==> config.mk <==
export PLATFORM = sky130hd
export DESIGN_NAME = alu_seq
export DESIGN_NICKNAME = d
export VERILOG_FILES = /design/src/rtl/alu_seq.sv
export SDC_FILE = /design/constraint.sdc
export NUM_CORES = 1
export LEC_CHECK = 0
export ABC_AREA = 1
export CORE_MARGIN = 8
export CORE_UTILIZATION = 65
export DETAILED_ROUTE_END_ITERATION = 10
export PLACE_DENSITY = 0.87
export SLEW_MARGIN = 15
export SYNTH_ARGS = -nofsm -noshare
export SYNTH_HDL_FRONTEND = slang
export SYNTH_SLANG_ARGS = --single-unit
==> constraint.sdc <==
create_clock -name clk -period 5.6 [get_ports clk]
set_input_delay 1.12 -clock clk [delete_from_list [all_inputs] [get_ports clk]]
set_output_delay 1.12 -clock clk [all_outputs]
set_load 0.03 [all_outputs]
==> src/rtl/alu_seq.sv <==
// alu_seq: registered valid/ready ALU with NZCV flags and an iterative shift-add multiplier
module alu_seq #(
    parameter int WIDTH = 8
) (
    input  logic             clk,
    input  logic             rst_n,
    input  logic             in_valid,
    output logic             in_ready,
    input  logic [WIDTH-1:0] a,
    input  logic [WIDTH-1:0] b,
    input  logic [2:0]       op,
    output logic             out_valid,
    input  logic             out_ready,
    output logic [WIDTH-1:0] result,
    output logic             flag_n,
    output logic             flag_z,
    output logic             flag_c,
    output logic             flag_v
);
    localparam int AW = $clog2(WIDTH);
    localparam int CW = $clog2(WIDTH + 1);
    localparam logic [2:0] OP_AND = 3'd0, OP_OR = 3'd1, OP_ADD = 3'd2, OP_SUB = 3'd3;
    localparam logic [2:0] OP_XOR = 3'd4, OP_SLT = 3'd5, OP_MUL = 3'd6, OP_SHL = 3'd7;

    typedef enum logic [1:0] {S_IDLE, S_MUL, S_HOLD} state_t;

    state_t             r_state, w_next;
    logic [WIDTH-1:0]   r_result, r_mplier, w_b_eff, w_res;
    logic [2*WIDTH-1:0] r_mcand, r_prod, w_prod;
    logic [CW-1:0]      r_cnt;
    logic [3:0]         r_flags;
    logic [WIDTH:0]     w_sum, w_shl;
    logic               w_accept, w_mul_done, w_c, w_v;

    assign in_ready   = (r_state == S_IDLE) || (r_state == S_HOLD && out_ready);
    assign w_accept   = in_valid && in_ready;
    assign out_valid  = (r_state == S_HOLD);
    assign result     = r_result;
    assign {flag_n, flag_z, flag_c, flag_v} = r_flags;

    // SUB shares the adder as a + ~b + 1
    assign w_b_eff    = (op == OP_SUB) ? ~b : b;
    assign w_sum      = {1'b0, a} + {1'b0, w_b_eff} + {{WIDTH{1'b0}}, op == OP_SUB};
    assign w_shl      = {1'b0, a} << b[AW-1:0];
    assign w_prod     = r_mplier[0] ? r_prod + r_mcand : r_prod;
    assign w_mul_done = (r_state == S_MUL) && (r_cnt == CW'(1));

    always_comb begin
        w_res = '0;
        w_c   = 1'b0;
        w_v   = 1'b0;
        case (op)
            OP_AND: w_res = a & b;
            OP_OR:  w_res = a | b;
            OP_XOR: w_res = a ^ b;
            OP_ADD, OP_SUB: begin
                w_res = w_sum[WIDTH-1:0];
                w_c   = w_sum[WIDTH];
                w_v   = (a[WIDTH-1] == w_b_eff[WIDTH-1]) && (w_sum[WIDTH-1] != a[WIDTH-1]);
            end
            OP_SLT: w_res = {{(WIDTH-1){1'b0}}, $signed(a) < $signed(b)};
            OP_SHL: begin
                w_res = w_shl[WIDTH-1:0];
                w_c   = w_shl[WIDTH];
            end
            default: w_res = '0;
        endcase
    end

    always_comb begin
        w_next = r_state;
        if (w_accept)
            w_next = (op == OP_MUL) ? S_MUL : S_HOLD;
        else if (r_state == S_HOLD && out_ready)
            w_next = S_IDLE;
        else if (w_mul_done)
            w_next = S_HOLD;
    end

    always_ff @(posedge clk or negedge rst_n) begin
        if (!rst_n) begin
            r_state  <= S_IDLE;
            r_result <= '0;
            r_flags  <= '0;
            r_mcand  <= '0;
            r_mplier <= '0;
            r_prod   <= '0;
            r_cnt    <= '0;
        end else begin
            r_state <= w_next;
            if (w_accept) begin
                if (op == OP_MUL) begin
                    r_mcand  <= {{WIDTH{1'b0}}, a};
                    r_mplier <= b;
                    r_prod   <= '0;
                    r_cnt    <= CW'(WIDTH);
                end else begin
                    r_result <= w_res;
                    r_flags  <= {w_res[WIDTH-1], w_res == '0, w_c, w_v};
                end
            end else if (r_state == S_MUL) begin
                r_prod   <= w_prod;
                r_mcand  <= r_mcand << 1;
                r_mplier <= r_mplier >> 1;
                r_cnt    <= r_cnt - CW'(1);
                if (w_mul_done) begin
                    r_result <= w_prod[WIDTH-1:0];
                    r_flags  <= {w_prod[WIDTH-1], w_prod[WIDTH-1:0] == '0, |w_prod[2*WIDTH-1:WIDTH], 1'b0};
                end
            end
        end
    end
endmodule
# Yosys cells after proc, flatten, opt, wreduce, memory -nomap -nowiden
# Cells that the tools add are included.
# classes
n_mux	29
bitwise_logic	4
n_lt_le_gt_ge	1
add_sub_neg	4
shifts	1
n_eq_ne	14
reduce_logical	16
# ops
op	n
two-way mux 16 bit	7
two-way mux 8 bit	8
case mux 8 bit (6 select lines)	1
two-way mux 4 bit	7
adder 16 bit	1
logical NOT 8 bit	2
== test 3 bit, second input constant	4
adder 8 x 8 -> 9 bit	1
adder 9 x 1 -> 9 bit	1
<< shifter 8 x 3 -> 9 bit	1
bitwise AND 8 bit	1
< comparator 8 bit	1
two-way mux 2 bit	4
NOT 8 bit	1
bitwise OR 8 bit	1
OR reduction 8 bit	1
bitwise XOR 8 bit	1
== test 3 x 2 -> 1 bit, second input constant	2
== test 4 x 1 -> 1 bit, second input constant	1
logical AND 1 bit	4
nonzero test 2 bit	2
subtractor 4 x 1 -> 4 bit, second input constant	1
== test 3 x 1 -> 1 bit, second input constant	1
logical NOT 3 bit	1
14 further kinds	14
# totals
word_cells	76
register_bits	58
in_bits	23
output_inout_bits	14

# Depth between registers and ports, before layout
# Gate-level depths: netlist of the first run.
# depth
depth_word	9
ltp_mapped	17
mapped_depth_nobuf	17

# Least setup slack after synthesis of the first run
# OpenSTA, ideal clock, no wires.
# synth_path
path_kind	input to register
start	input b[1]
end	register r_flags[2]
n_path_buf	1
setup_ns	0.073
path_slack_ns	2.618
cell_stages	12
arrival_time_ns	2.909
required_ns	5.527
path_cell_list	inv_1 > buf_2 > xor2_1 > fa_1 > or2_2 > nand3_1 > nand4_1 > nor2_1 > nand3_1 > nor2_1 > nand2_1 > a21oi_2
# synth_via
elab_chain_len	8
elab_cells_between_ends	13
cone_classes	add/sub: 2; order compare: 1; shift: 1; mux: 4; bitwise: 4; reduce/logical: 1
# synth_lines
item	line	text
start: declaration	10	input logic [WIDTH-1:0] b,
NOT 8 bit	42	assign w_b_eff = (op == OP_SUB) ? ~b : b;
two-way mux 8 bit	42	
adder 8 x 8 -> 9 bit	43	assign w_sum = {1'b0, a} + {1'b0, w_b_eff} + {{WIDTH{1'b0}}, op == OP_SUB};
adder 9 x 1 -> 9 bit	43	
case mux 8 bit (6 select lines) (*)	52	case (op)
logical NOT 8 bit (*)	99	r_flags <= {w_res[WIDTH-1], w_res == '0, w_c, w_v};
two-way mux 4 bit (*)	92	if (op == OP_MUL) begin
two-way mux 4 bit (*)	91	if (w_accept) begin
end signal: assignment	99	
end signal: assignment	108	r_flags <= {w_prod[WIDTH-1], w_prod[WIDTH-1:0] == '0, |w_prod[2*WIDTH-1:WIDTH], 1'b0};
end: declaration	31	logic [3:0] r_flags;
# Mark *: on every way between the ends. The rest lies on a longest branch, timed or not. The select of a mux whose other input is x is not followed.
# A chain may end at the register's enable or synchronous reset.

# Final worst setup path of the first run
# layout_path
start	input out_ready
end	register r_mplier[0]
# layout_via
elab_chain_len	5
elab_cells_between_ends	7
cone_classes	eq/ne: 1; mux: 1; reduce/logical: 5
# layout_lines
item	line	text
start: declaration	13	input logic out_ready,
logical AND 1 bit (*)	35	assign in_ready = (r_state == S_IDLE) || (r_state == S_HOLD && out_ready);
logical OR 1 bit (*)	35	
logical AND 1 bit (*)	36	assign w_accept = in_valid && in_ready;
!= test 2 x 1 -> 1 bit (no line) or nonzero test 2 bit (tied branches)	-	
AND reduction 2 bit (no line)	-	
end signal: assignment	104	r_mplier <= r_mplier >> 1;
end: declaration	28	logic [WIDTH-1:0] r_result, r_mplier, w_b_eff, w_res;
# Mark *: on every way between the ends. The rest lies on a longest branch, timed or not.

==> flow_summary.json, run 1 <==
{
  "r2r_cells": 10,
  "hp-start": "r_flags[1]",
  "placed_cells": 849,
  "start_util_pct": 65.4,
  "hold_violations": 0,
  "cp_slowest_cell": "clkinv_2",
  "path_class": "in2reg",
  "grt_setup_unrepaired": "false",
  "die_y_um": 103,
  "synthTopCellsByArea": "dfrtp_1 (29%), nand2_1 (16%), ha_1 (12%)",
  "postCtsSetupRepairBufs": 0,
  "synth_nets": 802,
  "fin_skew_ns": 0.00497,
  "diodes": 0,
  "r2r_end": "r_mplier[0]",
  "status": "finished clean",
  "synth_area_mm2": 0.00495,
  "path_clk_slew_ns": 0.07,
  "holdPathStages": 2,
  "slew_viol_final": 0,
  "fmax_mhz": 271,
  "period_share_pct": 65.9,
  "nets": 832,
  "antenna_found_initial": 0,
  "required_ns": 5.80,
  "cts_made_buffers": 9,
  "syn_inst": 728,
  "ioPinCount": 37,
  "ctsHoldBuffers": 0,
  "die_area_mm2": 0.0107,
  "start_kind": "input port",
  "yosysTopAreaCellShare_pct": 28.8,
  "synth_edf_count": 0,
  "htreeDepth": 3,
  "grt_pass1_vias": 4736,
  "end_kind": "register",
  "layout_common_cells": "nand2_1 (205), inv_1 (105), nor2_1 (67)",
  "grt_max_degree": 58,
  "worst_hold_path_type": "reg2reg",
  "ys_seq_elements": 57,
  "irDropWorstVdd_mv": 0.432,
  "async_flop_share_pct": 100,
  "area_growth_pct": 12.4,
  "cts_resized": 0,
  "portBuffers": 36,
  "worst_slew_pin_slew_ns": 0.747,
  "grt_overflow_total": 0,
  "yosysSeqAreaShare_pct": 28.8,
  "worst-path-max-fanout": 46,
  "synthFlopType": "dfrtp_1",
  "route.detailed.wl_per_inst_um": 16.4,
  "die_w_um": 103,
  "powerDensity_mw_per_mm2": 537,
  "fp-row-count": 32,
  "num_vias": 4970,
  "setup_tns_ns": 0,
  "holdPathEnd": "r_flags[1]",
  "yosysTopAreaCell": "dfrtp_1",
  "detail_route.first_pass.iterations": 5,
  "rrSetupSlack_ns": 2.70,
  "synth_cell_type_count": 42,
  "drive_above_1_share_pct": 5.90,
  "power.static_leakage_nw": 2.88,
  "grt.total_usage_pct": 28.7,
  "critPathArrivalTime_ns": 3.89,
  "clk_latency_ns": 0.34,
  "globalplace.congestion": 1.03,
  "fin_crit_ns": 3.69,
  "cts_sinks": 57,
  "wirelength_um": 14200,
  "cap_violations": 0,
  "grt_pass1_wl_um": 23400,
  "coreArea_mm2": 0.00757,
  "ctsRootBufferMaster": "clkbuf_8",
  "cts_tree": "built",
  "regToRegStartpoint": "r_state[1]",
  "ant_nets": 0,
  "crit_chain": "clkdlybuf4s50_1 > o21ai_2 > nor2_2 > buf_4 > inv_2 > nor2_1 > nor2_2 > clkinv_2 > o211ai_1 > o21ai_0",
  "synth_area_per_cell_um2": 6.80,
  "setup_viol": 0,
  "layout_commonest_cell": "nand2_1",
  "hpwlAfterDp_um": 10800,
  "drtIter0Drc": 366,
  "drc": 0,
  "clockBufferDepth": 2,
  "critical_path.max_stage_delay_ns": 0.64,
  "via_per_inst": 5.75,
  "slew_headroom_pct": 50.2,
  "instances_no_fill": 865,
  "synth-warning-count": 0,
  "crit_top_cell": "nor2_2"
}
## registers in the layout (all words and copies together), names as in the netlist
register,flops
r_flags,3
r_prod,16
r_mcand,16
result,8
r_state,2
r_mplier,8
r_cnt,4
## logic make-up (layout without fill, tap and decap cells)
kind of cell | Yosys count | count (layout) | synth area share [%]
flops | 57 | 57 | 28.8
simple gates | 352 | 352 | 30.0
fa+ha+maj | 51 | 51 | 13.2
compound gates | 126 | 126 | 15.3
buf+inv | 129 | 164 | 10.3
xor+xnor | 13 | 13 | 2.30
## worst max-delay path by stage
stage / slack [ns] / depth (start not counted) / endpoint / startpoint
2_1_floorplan: 2.62 / 12 / r_flags[2] / b[1]
6_report: 1.91 / 10 / r_mplier[0] / out_ready
3_3_place_gp: 1.72 / 10 / r_mplier[0] / out_ready
3_5_place_dp: 1.60 / 10 / r_mplier[0] / out_ready
5_1_grt: 1.65 / 10 / r_mplier[0] / out_ready
4_1_cts: 1.94 / 9 / r_prod[15] / out_ready
## Yosys cell counts (4+ instances only)
cell	n
nand2_2	5
nand3_1	44
nand4_1	6
clkbuf_1	8
a21oi_1	29
inv_1	105
a31oi_1	12
o21ai_0	37
dfrtp_1	57
o22ai_1	17
or2_2	7
ha_1	49
nor3_1	5
nor2_1	67
nand3b_1	4
o211ai_1	8
buf_2	8
xor2_1	12
nand2_1	205
inv_2	4
o221ai_1	4
## final cells by class
cell class | count | area [um^2]
Multi-Input combinational cell | 542 | 3010
Clock inverter | 6 | 82.6
Sequential cell | 57 | 1430
Inverter | 110 | 414
Clock buffer | 10 | 128
Timing Repair Buffer | 38 | 370
Fill cell | 603 | 2010
Tap cell | 102 | 128
## report_power, final
part / switching (mW) / total, mW / internal, mW
Sequential: 0.165 / 0.770 / 0.605
Clock: 0.163 / 0.411 / 0.248
Combinational: 1.18 / 1.81 / 0.631
## worst max-delay path, delay by kind of cell
kind	cells	cell delay, ns
compound gates	3	0.55
simple gates	3	0.62
buf+inv	4	1.57
## through the flow
step	setup WS, ns	area (um^2)	util (%)	power, mW	hold slack, ns
2_1_floorplan	2.62	4950	-	2.04	0.453
3_3_place_gp	1.72	5350	70.7	2.45	0.467
3_5_place_dp	1.60	5350	70.7	2.51	0.480
4_1_cts	1.94	5560	73.5	2.95	0.502
5_1_grt	1.65	5560	73.5	3.25	0.534
6_report	1.91	5560	73.5	2.99	0.497
## routing by layer
metal	track usage [%]	vias up	part of all wire (%)
li1	-	2418	-
met1	39.9	2296	46
met2	43.2	227	44
met3	6.96	29	9.2
met4	8.34	0	1.7
met5	0	-	0
Note: power is estimated with default switching activity, not from simulation.
==> run 2: changes to the inputs <==
CORE_UTILIZATION = 54   (was 65)
PLACE_DENSITY = 0.77   (was 0.87)
clock period = 3.22 ns   (was 5.6 ns; I/O delays follow)
==> run 2 against run 1 <==
Sequential power grew 69%. Critical endpoint is now r_flags[2]. Clock power is 62% higher. Design area rose by 2.4%. Critical path depth increased by 4. Sequential share of layout area decreased by 0.61 points. Register-to-register slack lost 2.2 ns.
==> flow_summary.json, run 2 (synthesized netlist as in run 1, its figures left out) <==
{
  "status": "finished clean",
  "ctsRootBufferMaster": "clkbuf_8",
  "antenna_found_initial": 0,
  "critical_path.max_stage_delay_ns": 0.47,
  "portBuffers": 36,
  "hpwlAfterDp_um": 11200,
  "grt_overflow_total": 0,
  "n_fill_cell": 832,
  "diodes": 0,
  "utilization_pct": 62.8,
  "clk_latency_ns": 0.33,
  "fmax_mhz": 342,
  "period_share_pct": 90.7,
  "irDropWorstVdd_mv": 0.637,
  "grt_setup_unrepaired": "false",
  "ioPinCount": 37,
  "swShare_pct": 50.3,
  "clockBufferDepth": 2,
  "cap_violations": 0,
  "startpoint": "op[2]",
  "nets": 850,
  "cts_tree": "built",
  "die_area_mm2": 0.0125,
  "area_growth_pct": 15.1,
  "drive_above_1_share_pct": 8.07,
  "cts_sinks": 57,
  "postCtsSetupRepairBufs": 0,
  "fin_skew_ns": 0.0112,
  "critPathArrivalTime_ns": 3.17,
  "totalPowerFinal_mw": 5.16,
  "grt_pass1_wl_um": 23700,
  "globalplace.congestion": 1.05,
  "ctsHoldBuffers": 0,
  "top_regs": "r_mcand: 16 flops, r_prod: 16 flops",
  "critical_path_buf_inv_count": 2,
  "required_ns": 3.47,
  "p_int_mw": 2.56,
  "num_vias": 4990,
  "worst_slew_pin_slew_ns": 0.669,
  "detail_route.first_pass.iterations": 5,
  "place_ws_ns": 0.0340,
  "multi_input_area_mm2": 0.00301,
  "regToRegStartpoint": "r_mcand[0]",
  "drc": 0,
  "worst-path-max-fanout": 9,
  "grt_pass1_vias": 4971,
  "seq_power_share_pct": 25.2,
  "grt_max_degree": 50,
  "start_kind": "input port",
  "ant_nets": 0,
  "cp_top_family": "simple AND/OR/NAND/NOR gates",
  "power.static_leakage_nw": 2.96,
  "hold_violations": 0,
  "setup_viol": 0,
  "via_per_inst": 5.59,
  "path_clk_slew_ns": 0.07,
  "fp-row-count": 35,
  "pwr-share-comb_pct": 61.9,
  "p_sw_mw": 2.60,
  "route.detailed.wl_per_inst_um": 15.8,
  "slew_viol_final": 0,
  "end_kind": "register",
  "coreArea_mm2": 0.00906,
  "htreeDepth": 3,
  "slew_headroom_pct": 54.9,
  "holdWs_ns": 0.328,
  "die_w_um": 112,
  "layout_commonest_cell": "nand2_1",
  "start_util_pct": 54.6,
  "powerDensity_mw_per_mm2": 906,
  "power_frac_clock_pct": 12.9,
  "die_y_um": 112,
  "grt.total_usage_pct": 23.1,
  "layout_common_cells": "nand2_1 (205), inv_1 (105), nor2_1 (67)",
  "final-seq-area_mm2": 0.00143,
  "cts_made_buffers": 9,
  "fin_crit_ns": 2.92,
  "cts_resized": 0,
  "wirelength_um": 14100,
  "setup_tns_ns": 0,
  "cp_slowest_cell": "clkdlybuf4s50_1",
  "worst_hold_path_type": "in2async",
  "path_class": "in2reg",
  "crit_chain": "clkdlybuf4s50_1 > inv_2 > nand3_4 > xor2_1 > ha_1 > a21oi_1 > nand2_1 > o21ai_0 > nand3_1 > nor2_1 > nand3_1 > nor2_1 > nand2_1 > a21oi_2",
  "worst_slack_ns": 0.299,
  "drtIter0Drc": 366
}
==> run 2: changes by cell type in the layout (fill, tap and decap cells not counted) <==
cell and delta:
buf_2 -1, buf_4 +19, bufinv_16 -1, clkbuf_8 +1, clkinv_2 -1, clkinvlp_4 +1
==> run 2: layout make-up <==
cell class | instances | share of cell area (%)
sequential | 57 | 25.0
clock buffer | 11 | 2.48
timing repair buffer | 56 | 8.92
clock inverter | 5 | 0.967
inverter | 110 | 7.27
tap | 111 | 2.44
multi-input combinational | 542 | 52.9
==> run 2: final timing paths <==
| kind | end | slack, ns | depth (start not counted) |
|---|---|---|---|
| setup / recovery | r_flags[2] | 0.30 | 14 |
| hold / removal | r_prod[11] | 0.33 | 1 |
| setup reg to reg | r_flags[2] | 0.50 | 12 |
| hold reg to reg | r_flags[0] | 0.50 | 2 |
| max in group asynchronous | result[2] | 2.36 | 2 |
| min in group clk | r_flags[0] | 0.50 | 2 |
==> run 2: stage by stage <==
stage,cell area (um^2),cells
2_1_floorplan,4950,728
3_3_place_gp,5500,876
6_report,5700,892
3_5_place_dp,5500,876
5_1_grt,5700,892
4_1_cts,5690,892
==> run 2: power by group through the flow <==
stage | combinational (mW) | clock, mW | sequential (mW)
2_1_floorplan | 2.20 | 0 | 1.35
5_1_grt | 3.59 | 0.704 | 1.33
3_3_place_gp | 3.06 | 0 | 1.29
3_5_place_dp | 3.15 | 0 | 1.30
6_report | 3.19 | 0.664 | 1.30
4_1_cts | 3.18 | 0.674 | 1.30
==> run 2: worst register-to-register path: stages (launching register included) <==
cell and delay [ns]:
dfrtp_1 0.41, ha_1 0.27, fa_1 0.40, nand2_1 0.12
nand2_1 0.09, nand3_1 0.08, nand2_1 0.11, xor2_1 0.17
o21ai_0 0.54, nand2_1 0.11, nor2_1 0.12, nor2_1 0.06
a21oi_2 0.17
==> run 2: per-layer routing <==
metal | wire [um] | vias to the layer above | global-route usage (%)
met2 | 6900 | 130 | 40.3
met1 | 5930 | 2362 | 26.8
met5 | 0 | - | 0
li1 | - | 2458 | -
met3 | 726 | 40 | 4.38
met4 | 503 | 0 | 10.4
